### src/rtl/stb_gen_pkg.sv
// Shared types and constants for the multi-channel strobe generator.
package stb_gen_pkg;

  // Fewer stages than this leaves the edge detector exposed to metastability.
  localparam int STB_GEN_MIN_SYNC_STAGES = 2;

  typedef enum logic [2:0] {
    IDLE = 3'd0,
    ARM  = 3'd1,
    MEAS = 3'd2,
    RUN  = 3'd3,
    ERR  = 3'd4
  } stb_gen_state_e;

  function automatic int sync_depth(input int requested);
    return (requested < STB_GEN_MIN_SYNC_STAGES) ? STB_GEN_MIN_SYNC_STAGES : requested;
  endfunction

endpackage

### src/rtl/stb_gen_ch.sv
// One strobe-generator channel: synchroniser, period-averaging FSM and flywheel strobe.
// Define STB_GEN_JITTER_CHECK_EN to fault a locked channel whose period drifts beyond JIT_TOL.
module stb_gen_ch
  import stb_gen_pkg::*;
#(
  parameter int T_CNT_WIDTH = 32,
  parameter int AVG_LOG2    = 2,
  parameter int SYNC_STAGES = 2,
  parameter int JIT_TOL     = 4
) (
  input  logic                   clk_i,
  input  logic                   arstn_i,
  input  logic                   sig_i,
  input  logic                   run_det_i,
  input  logic                   oe_i,
  input  logic [T_CNT_WIDTH-1:0] stb_delay_i,
  output logic                   stb_o,
  output logic                   rdy_o,
  output logic                   err_o,
  output logic [T_CNT_WIDTH-1:0] stb_period_o
);

  localparam int SYNC_DEPTH = sync_depth(SYNC_STAGES);
  localparam int SUM_W      = T_CNT_WIDTH + AVG_LOG2;
  localparam int IDX_W      = AVG_LOG2 + 1;
  localparam logic [IDX_W-1:0]       IDX_LAST  = IDX_W'((1 << AVG_LOG2) - 1);
  localparam logic [T_CNT_WIDTH-1:0] CNT_ONE   = T_CNT_WIDTH'(1);
  localparam logic [T_CNT_WIDTH-1:0] JIT_LIMIT = T_CNT_WIDTH'(JIT_TOL);
`ifdef STB_GEN_JITTER_CHECK_EN
  localparam bit JIT_EN = 1'b1;
`else
  localparam bit JIT_EN = 1'b0;
`endif

  logic [SYNC_DEPTH-1:0]  sync_reg;
  logic                   sync_prev_reg;
  logic                   edge_reg;
  stb_gen_state_e         state_reg, state_next;
  logic [T_CNT_WIDTH-1:0] cnt_reg, cnt_next;
  logic [SUM_W-1:0]       sum_reg, sum_next;
  logic [IDX_W-1:0]       idx_reg, idx_next;
  logic [T_CNT_WIDTH-1:0] phase_reg, phase_next;
  logic [T_CNT_WIDTH-1:0] period_reg, period_next;
  logic                   stb_reg, stb_next;

  logic                   cnt_sat;
  logic [SUM_W-1:0]       sum_acc;
  logic [T_CNT_WIDTH-1:0] phase_cur;
  logic                   phase_wrap;
  logic [T_CNT_WIDTH-1:0] jit_diff;
  logic                   jit_bad;

  assign cnt_sat = &cnt_reg;
  assign sum_acc = sum_reg + SUM_W'(cnt_reg);

  // The edge cycle itself is phase 0, so a delay of D lands D cycles after the edge pulse.
  assign phase_cur  = edge_reg ? '0 : phase_reg;
  assign phase_wrap = (phase_cur == period_reg - CNT_ONE);

  assign jit_diff = (cnt_reg > period_reg) ? (cnt_reg - period_reg) : (period_reg - cnt_reg);
  assign jit_bad  = JIT_EN && (jit_diff > JIT_LIMIT);

  always_comb begin
    state_next  = state_reg;
    cnt_next    = cnt_reg;
    sum_next    = sum_reg;
    idx_next    = idx_reg;
    phase_next  = phase_reg;
    period_next = period_reg;
    stb_next    = 1'b0;

    if (!run_det_i) begin
      state_next = IDLE;
    end else begin
      case (state_reg)
        IDLE: state_next = ARM;

        ARM: begin
          if (edge_reg) begin
            cnt_next   = CNT_ONE;
            sum_next   = '0;
            idx_next   = '0;
            state_next = MEAS;
          end
        end

        MEAS: begin
          if (edge_reg) begin
            sum_next = sum_acc;
            cnt_next = CNT_ONE;
            if (idx_reg == IDX_LAST) begin
              period_next = T_CNT_WIDTH'(sum_acc >> AVG_LOG2);
              idx_next    = '0;
              phase_next  = CNT_ONE;
              state_next  = RUN;
            end else begin
              idx_next = idx_reg + 1'b1;
            end
          end else if (cnt_sat) begin
            state_next = ERR;
          end else begin
            cnt_next = cnt_reg + CNT_ONE;
          end
        end

        RUN: begin
          phase_next = phase_wrap ? '0 : phase_cur + CNT_ONE;
          if (edge_reg) begin
            cnt_next = CNT_ONE;
            if (jit_bad) state_next = ERR;
          end else if (cnt_sat) begin
            state_next = ERR;
          end else begin
            cnt_next = cnt_reg + CNT_ONE;
          end
        end

        ERR: state_next = ERR;

        default: state_next = IDLE;
      endcase
    end

    // A channel leaving RUN this cycle (abort or fault) must not fire a final strobe.
    stb_next = (state_reg == RUN) && (state_next == RUN) && oe_i && (phase_cur == stb_delay_i);
  end

  always_ff @(posedge clk_i or negedge arstn_i) begin
    if (!arstn_i) begin
      sync_reg      <= '0;
      sync_prev_reg <= 1'b0;
      edge_reg      <= 1'b0;
      state_reg     <= IDLE;
      cnt_reg       <= '0;
      sum_reg       <= '0;
      idx_reg       <= '0;
      phase_reg     <= '0;
      period_reg    <= '0;
      stb_reg       <= 1'b0;
    end else begin
      sync_reg      <= {sync_reg[SYNC_DEPTH-2:0], sig_i};
      sync_prev_reg <= sync_reg[SYNC_DEPTH-1];
      edge_reg      <= sync_reg[SYNC_DEPTH-1] & ~sync_prev_reg;
      state_reg     <= state_next;
      cnt_reg       <= cnt_next;
      sum_reg       <= sum_next;
      idx_reg       <= idx_next;
      phase_reg     <= phase_next;
      period_reg    <= period_next;
      stb_reg       <= stb_next;
    end
  end

  assign stb_o        = stb_reg;
  assign rdy_o        = (state_reg == RUN);
  assign err_o        = (state_reg == ERR);
  assign stb_period_o = period_reg;

endmodule

### src/rtl/stb_gen_mc.sv
// Multi-channel strobe generator: N_CH independent stb_gen_ch instances on sliced buses.
// Jitter fault detection is built in when STB_GEN_JITTER_CHECK_EN is defined.
module stb_gen_mc #(
  parameter int N_CH        = 4,
  parameter int T_CNT_WIDTH = 32,
  parameter int AVG_LOG2    = 2,
  parameter int SYNC_STAGES = 2,
  parameter int JIT_TOL     = 4
) (
  input  logic                          clk_i,
  input  logic                          arstn_i,
  input  logic [N_CH-1:0]               sig_i,
  input  logic [N_CH-1:0]               run_det_i,
  input  logic [N_CH-1:0]               oe_i,
  input  logic [N_CH*T_CNT_WIDTH-1:0]   stb_delay_i,
  output logic [N_CH-1:0]               stb_o,
  output logic [N_CH-1:0]               rdy_o,
  output logic [N_CH-1:0]               err_o,
  output logic [N_CH*T_CNT_WIDTH-1:0]   stb_period_o
);

  genvar gi;
  generate
    for (gi = 0; gi < N_CH; gi++) begin : g_ch
      stb_gen_ch #(
        .T_CNT_WIDTH (T_CNT_WIDTH),
        .AVG_LOG2    (AVG_LOG2),
        .SYNC_STAGES (SYNC_STAGES),
        .JIT_TOL     (JIT_TOL)
      ) u_ch (
        .clk_i        (clk_i),
        .arstn_i      (arstn_i),
        .sig_i        (sig_i[gi]),
        .run_det_i    (run_det_i[gi]),
        .oe_i         (oe_i[gi]),
        .stb_delay_i  (stb_delay_i[gi*T_CNT_WIDTH +: T_CNT_WIDTH]),
        .stb_o        (stb_o[gi]),
        .rdy_o        (rdy_o[gi]),
        .err_o        (err_o[gi]),
        .stb_period_o (stb_period_o[gi*T_CNT_WIDTH +: T_CNT_WIDTH])
      );
    end
  endgenerate

endmodule

### config.mk
export PLATFORM = sky130hd
export DESIGN_NAME = stb_gen_mc
export DESIGN_NICKNAME = d
export VERILOG_FILES = /design/src/rtl/stb_gen_pkg.sv /design/src/rtl/stb_gen_ch.sv /design/src/rtl/stb_gen_mc.sv
export SDC_FILE = /design/constraint.sdc
export NUM_CORES = 2
export LEC_CHECK = 0
export ABC_CLOCK_PERIOD_IN_PS = 11600
export CAP_MARGIN = 20
export CORE_MARGIN = 2
export CORE_UTILIZATION = 45
export DETAILED_ROUTE_END_ITERATION = 8
export SETUP_SLACK_MARGIN = 0.2
export SLEW_MARGIN = 20
export SYNTH_ARGS = -nofsm -noshare
export SYNTH_HDL_FRONTEND = slang
export SYNTH_SLANG_ARGS = --single-unit
### constraint.sdc
create_clock -name clk_i -period 11.6 [get_ports clk_i]
set_input_delay 3.48 -clock clk_i [delete_from_list [all_inputs] [get_ports clk_i]]
set_output_delay 3.48 -clock clk_i [all_outputs]
set_load 0.005 [all_outputs]
==> key figures <==
Die
  • Row count: between 100 and 150
  • Die Wd: 305 um
  • Initial Util: a little under half
  • Core area: between 0.08 and 0.09 sq mm
  • Ports: approximately 280
  • Die area: just over 0.09 sq mm
  • Die H: 305 um

Clock network
  • Root buffer cell: clkbuf_16
  • Cts bufs inserted: 70
  • CTS hold repair buffers: 0
  • CTS tree: done
  • Register clock-pin slew on the reported worst setup and hold paths: 0.06 ns
  • Clock Latency Late Sink: around 0.62 ns
  • Sink Count: approximately 560
  • Post-CTS Repair Setup Buffers: 0
  • H-tree levels: 3
  • Cells resized by post-CTS repair: 0
  • Max Root-Sink Buffers: 3

Setup path
  • CP Max Fanout: 7
  • Worst Path Arrival: around 2.8 ns
  • Worst R2R Path Depth: 9
  • Crit-path cells: nor2b_1 > and2_1 > clkdlybuf4s50_1
  • Buffers & Inverters on Critical Path: 1
  • Worst path top cell family by delay: simple AND/OR/NAND/NOR gates
  • WP depth: 3
  • Critical path class: register to output port
  • Type of origin of the critical path: register
  • Max incr delay on CP: around 0.60 ns
  • WP data required: about 8.1 ns
  • Crit path max-delay cell type: nor2b_1
  • Crit path capture type: output port

Drt
  • DRT Pass-1 Iters: 6
  • Total Wirelength: ~130000 um
  • Initial DRC count: 2902
  • DR vias/cell: slightly above 6
  • Vias: 37100
  • Wire length per cell: between 20 and 25 um
  • DRC viols: 0
  • ANT nets after route: 0

Timing
  • Tmin final: about 6.2 ns
  • Hold Fails Final Rpt: 0
  • Setup TNS: 0 ns
  • Slew HR: 25.7%
  • Final Skew: between 0.02 and 0.025 ns
  • Final Cycle Share: 53.8%
  • RSZ-0062 raised after global routing: no
  • Max Fclk: ~160 MHz
  • Pins Over Slew Limit: 0
  • Actual slew at the worst max-slew pin: between 1 and 1.5 ns
  • Final setup viols: 0
  • Fin Hold WS: between 0.3 and 0.4 ns

GRT
  • First-pass GRT wire length: roughly 200000 um
  • GRT Total Usage: a little over a quarter
  • GRT Residual Overflow: 0
  • Initial antenna violation count: 4
  • Number of global-route vias before repair: about 35000
  • Largest net degree at the start of global routing: 150

Synthesis
  • Most frequent cells after synthesis: dfrtp_1 (564), nand2_1 (502), nor2_1 (448)
  • Syn_nets: approximately 5000
  • Post-synth top area cell: dfrtp_1
  • Post-Syn Area: ~0.04 sq mm
  • Synth warn: 0
  • Post-Synthesis Cells: roughly 4800
  • Synth Flop Type: dfrtp_1
  • FFs w/ async S/R, synth: 100%
  • Synth area leaders: dfrtp_1 (35%), xnor2_1 (6.5%), nand2_1 (4.6%)
  • Most frequent cell after synthesis: dfrtp_1
  • Post-synth EDFFs: 0
  • Yosys cell types: 89
  • Avg Synthesized Cell Area: 8.51 sq um
  • Synth top area share: between 30 and 40%
  • Yosys reg bits: roughly 560
  • Register area share after synthesis: about a third

Worst hold path
  • Hold Path Class: register to register
  • Hold Path Stages: 0

Cells and area
  • Largest register FFs: between 100 and 150
  • Synth-to-Final Area Change: 14.3%
  • Seq. cell area: ~0.014 sq mm
  • Fillcell total: roughly 8500
  • Net count, final: 5177
  • Share of layout cells above drive strength 1: ~5.6%
  • Multi-input logic area: 0.0252 sq mm
  • Final Util: between 50% and 60%

Power
  • Peak VDD IR: roughly 0.00011 V
  • Pwr/cell area: approximately 100 mW/mm^2
  • Leakage power: 19.9 nW

Outcome
  • Outcome: finished clean

Placement
  • # port buffers: approximately 280
  • Final HPWL from detailed placement: 93300 um
  • Gpl congestion: around 0.93

Run
  • Number of max-cap violations: 0
[per-layer routing]
metal | GRT usage [%] | share of wire [%]
met1 | 36.3 | 45
met2 | 44.3 | 47
met3 | 2.98 | 4.3
met4 | 9.54 | 3.5
met5 | 0 | 0
[stage by stage]
stage               setup WS (ns)  instances  power (mW)  instance area [sq um]
global placement             5.11       5991        2.52                  44200
CTS                          5.30       6118        4.80                  46600
finish                       5.35       6119        4.75                  46600
floorplan                    6.22       4784        2.33                  40700
global route                 5.26       6119        4.93                  46600
detailed placement           5.03       5991        2.53                  44200
[cell families (layout without fill, tap and decap cells)]
group | Yosys count | in the layout | share of synthesized area (%)
xor gates and xnor gates | 440 | 440 | 9.54
adders and majority gates | 148 | 148 | 4.62
muxes | 76 | 76 | 2.04
buffers and inverters | 365 | 523 | 3.58
AOI/OAI and AO/OA | 1220 | 1220 | 20.5
DFF | 564 | 564 | 34.7
and+or+nand+nor | 1971 | 1971 | 25.0
other | 0 | 1 | 0
[power by group]
part           internal, mW  total, mW  switching [mW]  leakage (nW)
logic                 0.176      0.411           0.235          11.0
clock network          1.31       2.25           0.940          1.15
registers              2.01       2.08          0.0741          7.72
[cells in the final DEF, fill, tap and decap left out, types with 137 or more instances in the layout]
master / count
dfrtp_1: 560
a21oi_1: 168
a22o_1: 137
xnor2_1: 304
nand2_1: 502
ha_1: 144
nand3_1: 156
nor2_1: 443
clkdlybuf4s50_1: 280
o21ai_0: 291
[area by class of cell]
cell class | count | share of cell area, %
Clock inverter | 38 | 0.852
Antenna cell | 1 | 0.00538
Clock buffer | 89 | 4.18
Timing Repair Buffer | 321 | 6.75
Sequential cell | 564 | 30.3
Multi-Input combinational cell | 3855 | 54.1
Inverter | 75 | 0.605
Tap cell | 1176 | 3.16
[worst paths after layout]
check	startpoint	end	slack (ns)
min	g_ch[0].u_ch.sync_reg[0]	g_ch[0].u_ch.sync_reg[1]	0.35
min in group asynchronous	arstn_i	g_ch[3].u_ch.stb_period_o[16]	2.89
max	g_ch[3].u_ch.state_reg[1]	rdy_o[3]	5.35
min reg2reg	g_ch[0].u_ch.sync_reg[0]	g_ch[0].u_ch.sync_reg[1]	0.35
max reg2reg	g_ch[0].u_ch.stb_period_o[4]	g_ch[0].u_ch.phase_reg[11]	7.03
max in group asynchronous	arstn_i	g_ch[1].u_ch.edge_reg	7.20
[worst reg2reg max path, cell delays in order (launching register included)]
cell      delay, ns
dfrtp_1        0.51
or4_1          0.75
nor4_2         0.77
a21oi_1        0.23
or3_1          0.42
nor4_1         0.27
nand4_1        0.21
o311ai_4       0.84
o21ai_0        0.22
a32o_1         0.25
No activity file was read; power rests on OpenSTA's default activity.
